`config.mk`:
```
export PLATFORM = sky130hd
export DESIGN_NAME = receive_ascii_as_binary
export DESIGN_NICKNAME = d
export VERILOG_FILES = /design/src/rtl/receive_ascii_as_binary_pkg.sv /design/src/rtl/receive_ascii_as_binary.sv
export SDC_FILE = /design/constraint.sdc
export NUM_CORES = 1
export LEC_CHECK = 0
export CAP_MARGIN = 20
export CORE_UTILIZATION = 55
export DETAILED_ROUTE_END_ITERATION = 7
export MAX_ROUTING_LAYER = met4
export PLACE_DENSITY = 0.81
export SLEW_MARGIN = 15
export SYNTH_ARGS = -nofsm -noshare
export SYNTH_HDL_FRONTEND = slang
export SYNTH_SLANG_ARGS = --single-unit
```
`constraint.sdc`:
```
create_clock -name clk -period 7.9 [get_ports clk]
set_input_delay 1.58 -clock clk [delete_from_list [all_inputs] [get_ports clk]]
set_output_delay 1.58 -clock clk [all_outputs]
set_load 0.01 [all_outputs]
```
`src/rtl/receive_ascii_as_binary_pkg.sv`:
```
// receive_ascii_as_binary_pkg: ASCII constants shared by the transmit and receive paths, plus FSM encodings and the character classifier.
package receive_ascii_as_binary_pkg;
   localparam logic [7:0] ASCII_ZERO    = 8'd48;
   localparam logic [7:0] ASCII_ONE     = 8'd49;
   localparam logic [7:0] ASCII_NEWLINE = 8'd10;
   localparam logic [7:0] ASCII_CAR_RET = 8'd13;
   typedef enum logic {FETCH, SETTLE} phase_t;
   typedef enum logic {COLLECT, DISCARD} mode_t;
   typedef enum logic [1:0] {CH_DIGIT, CH_CR, CH_LF, CH_OTHER} char_class_t;
   function automatic char_class_t classify(input logic [7:0] c);
      return (c == ASCII_ZERO || c == ASCII_ONE) ? CH_DIGIT :
             (c == ASCII_CAR_RET) ? CH_CR :
             (c == ASCII_NEWLINE) ? CH_LF : CH_OTHER;
   endfunction
endpackage

```
`src/rtl/receive_ascii_as_binary.sv`:
```
// receive_ascii_as_binary: drains the UART RX buffer and assembles a line of ASCII '0'/'1' digits (MSB first) into an N-bit word.
module receive_ascii_as_binary
   import receive_ascii_as_binary_pkg::*;
#(
   parameter int N = 48
) (
   input  logic         clk,
   input  logic         reset,
   input  logic [7:0]   rx_data,
   input  logic         rx_data_present,
   output logic         read_buffer,
   output logic [N-1:0] binary_out,
   output logic         valid,
   output logic         error
);
   localparam int CW = $clog2(N + 1);
   localparam logic [CW-1:0] FULL = CW'(N);
   phase_t phase, phase_n;
   mode_t mode, mode_n;
   char_class_t cls;
   logic [N-1:0] shift_reg, shift_n, word_n;
   logic [CW-1:0] cnt, cnt_n;
   logic valid_n, error_n;
   always_comb begin
      read_buffer = phase == FETCH && rx_data_present && !reset;
      cls = classify(rx_data);
      phase_n = FETCH;
      mode_n = mode;
      shift_n = shift_reg;
      cnt_n = cnt;
      word_n = binary_out;
      valid_n = 1'b0;
      error_n = 1'b0;
      if (read_buffer) begin
         phase_n = SETTLE;
         if (mode == DISCARD) begin
            if (cls == CH_LF) begin
               mode_n = COLLECT;
               cnt_n = '0;
            end
         end else if (cls == CH_DIGIT) begin
            // '0' and '1' differ only in bit 0
            if (cnt == FULL) begin
               error_n = 1'b1;
               mode_n = DISCARD;
            end else begin
               shift_n = {shift_reg[N-2:0], rx_data[0]};
               cnt_n = cnt + 1'b1;
            end
         end else if (cls == CH_LF) begin
            cnt_n = '0;
            valid_n = cnt == FULL;
            error_n = cnt != '0 && cnt != FULL;
            word_n = valid_n ? shift_reg : binary_out;
         end else if (cls == CH_OTHER) begin
            error_n = 1'b1;
            mode_n = DISCARD;
         end
      end
   end
   always_ff @(posedge clk or posedge reset) begin
      if (reset) begin
         phase <= FETCH;
         mode <= COLLECT;
         shift_reg <= '0;
         cnt <= '0;
         binary_out <= '0;
         valid <= 1'b0;
         error <= 1'b0;
      end else begin
         phase <= phase_n;
         mode <= mode_n;
         shift_reg <= shift_n;
         cnt <= cnt_n;
         binary_out <= word_n;
         valid <= valid_n;
         error <= error_n;
      end
   end
endmodule

```
# --- Word level (Yosys, flattened, before mapping) ---
# Cells that the tools add are included.
word_totals:
  register_bits: 106
  out_inout_bits: 51
classes:
  addsub: 1
  eq_ne: 9
  muxes: 22
  bitwise: 4
  n_reduce_logical: 10
ops:
  columns: ["operator", "n"]
  rows:
  - ["2-to-1 mux 6 bit", 4]
  - ["equality test 8 x 4 -> 1 bit (second input constant)", 2]
  - ["equality test 8 x 6 -> 1 bit (second input constant)", 2]
  - ["2-to-1 mux 1 bit", 16]
  - ["adder 6 x 1 -> 6 bit (second input constant)", 1]
  - ["equality test 6 bit (second input constant)", 1]
  - ["inequality test 6 bit (second input constant)", 1]
  - ["nonzero test 6 bit", 1]
  - ["AND reduction 5 bit", 1]
  - ["equality test 2 bit (second input constant)", 2]
  - ["2-to-1 mux 2 bit", 2]
  - ["inverter 1 bit", 4]
  - ["AND reduction 4 bit", 1]
  - ["logical AND 1 bit", 3]
  - ["inequality test 3 bit (second input constant)", 1]
  - ["logical NOT 2 bit", 1]
  - ["AND reduction 2 bit", 1]
  - ["logical NOT 1 bit", 1]
  - ["logical OR 1 bit", 1]

# --- Logic depth before layout (Yosys ltp) ---
logic_depth:
  word_depth: 10
  depth_mapped: 9
  mapped_depth_nobuf: 6

# --- Worst setup path after synthesis ---
# No wires, ideal clock.
synth_timing:
  path_type: "input to output"
  startpoint: "in reset"
  endpoint: "out read_buffer"
  arrival_time_ns: 2.202
  required_time_ns: 6.320
  slack_ns: 4.118
  path_stages: 3
  cell_sequence: "or3b_1 buf_2 inv_2"
synth_between:
  elab_chain_len: 2
synth_rtl:
  columns: ["item", "line", "source"]
  rows:
  - ["from (decl)", "receive_ascii_as_binary.sv:8", "input logic reset,"]
  - ["logical NOT 1 bit (no line)", null, null]
  - ["logical AND 1 bit", "receive_ascii_as_binary.sv:25", "read_buffer = phase == FETCH && rx_data_present && !reset;"]
  - ["to (decl)", "receive_ascii_as_binary.sv:11", "output logic read_buffer,"]
# No other way between the ends.

# --- Worst setup path after layout ---
# Ends and elaborated chain as after synthesis.

==> impl_metrics.csv <==
group,metric,value,unit
yosys,synth_nets,288,
route,drt-vias-per-instance,5.376,
global_routing,grt_pass1_wl,11.16,mm
cts,clkSinkCount,106,
sta,setup_viol,0,
global_routing,grt_pass1_vias,2253,
finish,final_area,5129,sq um
status,status,"finished clean",
die,core,7331,sq um
placement,place_inst,428,
global_routing,overflow,0,
finish,fin_nets,353,
sta,tightest_slew,0.7152,ns
die,die_h,89.43,um
finish,multi_input_area,1465,sq um
finish,n_fill_cell,494,
power_and_ir_drop,leakage,2.454,nW
yosys,synth_area,4204,sq um
power_and_ir_drop,peakVddDrop,123.5,uV
worst_hold_path,hp-class,"flip-flop to flip-flop",
route,postRouteAntennaNets,0,
cts,clock_latency,0.35,ns
die,design.die.area,7998,sq um
finish,antenna_cells,0,
global_routing,track_usage,0.1894,
global_routing,grt_max_degree,58,
sta,maxSlewViolCount,0,
die,die_w,89.43,um
global_routing,use_met2,0.2755,
sta,hold_viol_final,0,
finish,final_common_cell,"dfrtp_1",
worst_setup_path,critPathBufInv,3,
worst_setup_path,worstPathMaxFanout,9,
cts,cts_made_buffers,9,
worst_setup_path,cp.arrival,3.36,ns
route,drt_wl_total,6.598,mm
placement,gp_congestion,0.8768,
die,rows,31,
sta,max_slew_margin,0.5232,
yosys,synth_top_area_share,0.6310,
sta,period_share,0.6249,
run,drv_cap,0,
worst_setup_path,crit_top_cell,"clkdlybuf4s50_1",
cts,cts_setup_buffers,0,
yosys,yosys.area.top_type,"dfrtp_1",
global_routing,use_met3,0.03693,
route,drc,0,
global_routing,antenna_found_initial,0,
route,first_pass_iters,4,
cts,cts_tree,"built",
worst_setup_path,slowest_delay,0.56,ns
finish,seqCellArea,2653,sq um
cts,cts_root_buffer,"clkbuf_8",
power_and_ir_drop,p_per_area,180.0,nW/um^2
finish,syn2layout_area_growth,21.99,%
yosys,ys_seq_elements,106,
sta,min_period,4.936,ns
worst_setup_path,cpMaxStageDelayCell,"clkdlybuf4s50_1",
cts,clock_path_buffers,2,
sta,finalSetupTns,0,ns
placement,placed_area,4911,sq um
yosys,ys_types,35,
finish,layout-drive-gt1-share,0.3217,
route,drt-initial-drc-count,85,
cts,cts.reportedPaths.clkPinSlew,0.09,ns
worst_setup_path,worstSetupPathType,"input pin to output pin",
worst_setup_path,crit_path_end_kind,"output pin",
worst_setup_path,rrSetupSlack,5.31,ns
cts,htree_levels,3,
yosys,synth_cells,275,
worst_setup_path,cp.required,6.32,ns
worst_setup_path,critPathLaunchType,"input pin",
yosys,avgSynthCellArea,15.29,sq um
sta,finClkSkew,0.01221,ns
placement,io_buffer_count,61,
route,wire_per_inst,14.86,um
placement,dp_hpwl,4.368,mm
die,io_pins,62,
yosys,synthTopCellsByArea,"dfrtp_1, mux2_2, mux2_1, buf_2, o2bb2ai_1",
cts,ctsResizeCount,0,
die,start_util,0.5735,
sta,rsz0062_at_grt,"false",
power_and_ir_drop,power,0.9234,mW
global_routing,groute.layer.met1.usage,0.2702,
cts,cts-hold-fix-buffers,0,
worst_setup_path,crit_family,"buffers and inverters",
yosys,yosysWarnings,0,
route,vias,2387,
global_routing,busiest_layer,"met2",
yosys,ys_seq_area_frac,0.6310,
sta,fmax,202.6,MHz
finish,most-common-layout-cells,"dfrtp_1, mux2_2, clkdlybuf4s50_1",
worst_setup_path,cp_cell_sequence,"clkdlybuf4s50_1, or3b_1, inv_2, clkdlybuf4s50_1",
finish,fin_cells,444,
-- stage by stage --
stage                     setup slack [ns]  hold slack, ns  utilization
after floorplan                      3.531          0.4750            -
after global placement               3.011          0.4683       0.6699
after detailed placement             2.983          0.4797       0.6699
after CTS                            2.979          0.5008       0.6996
after global routing                 2.910          0.5221       0.6996
final                                2.964          0.5006       0.6996
-- area by class of cell --
type                       instances  area share
multi-input combinational        152      0.2857
tap                               99     0.02415
inverter                           5    0.004147
clock buffer                      11     0.02562
sequential                       106      0.5172
clock inverter                     5     0.01683
timing repair buffer              66      0.1264
-- synthesized netlist by cell type, drive strengths merged --
master	number
clkbuf	1
or3b	2
nor2b	1
nand4b	1
nor3	6
nor2	8
o21ai	1
o2bb2ai	4
nor4b	1
a221o	1
a211oi	1
inv	5
a21oi	5
nand4	1
dfrtp	106
a31oi	1
buf	11
nor4bb	1
o211ai	3
nor3b	2
nand3	3
or2	1
nor4	4
o211a	1
xor2	1
nand2	3
ha	2
and4b	1
mux2	96
and3	1
-- layer usage --
layer  share of wire  up-vias
li1                -     1119
met1            0.49     1216
met2            0.47       44
met3           0.025        8
met4           0.012        0
met5               0        -
-- power by group --
part | internal (mW) | switching (mW)
clock network | 0.182 | 0.177
logic | 0.00664 | 0.0146
registers | 0.542 | 0.000237
total | 0.731 | 0.192
-- path summary, 6_finish.rpt --
kind	from	to	cells past startpoint
setup / recovery	reset	read_buffer	4
hold / removal	binary_out[39]	binary_out[39]	1
setup reg to reg	cnt[0]	binary_out[47]	7
hold reg to reg	binary_out[39]	binary_out[39]	1
max in group asynchronous	reset	binary_out[7]	3
min in group asynchronous	reset	shift_reg[33]	2
-- logic make-up after synthesis --
kind of cell,share of synthesized area
AOI/OAI and AO/OA,0.02887
xor gates and xnor gates,0.002084
adders and majority gates,0.005951
buffers and inverters,0.02172
DFF,0.6310
muxes,0.2571
and+or+nand+nor,0.05328
Note: power is estimated with default switching activity, not from simulation.
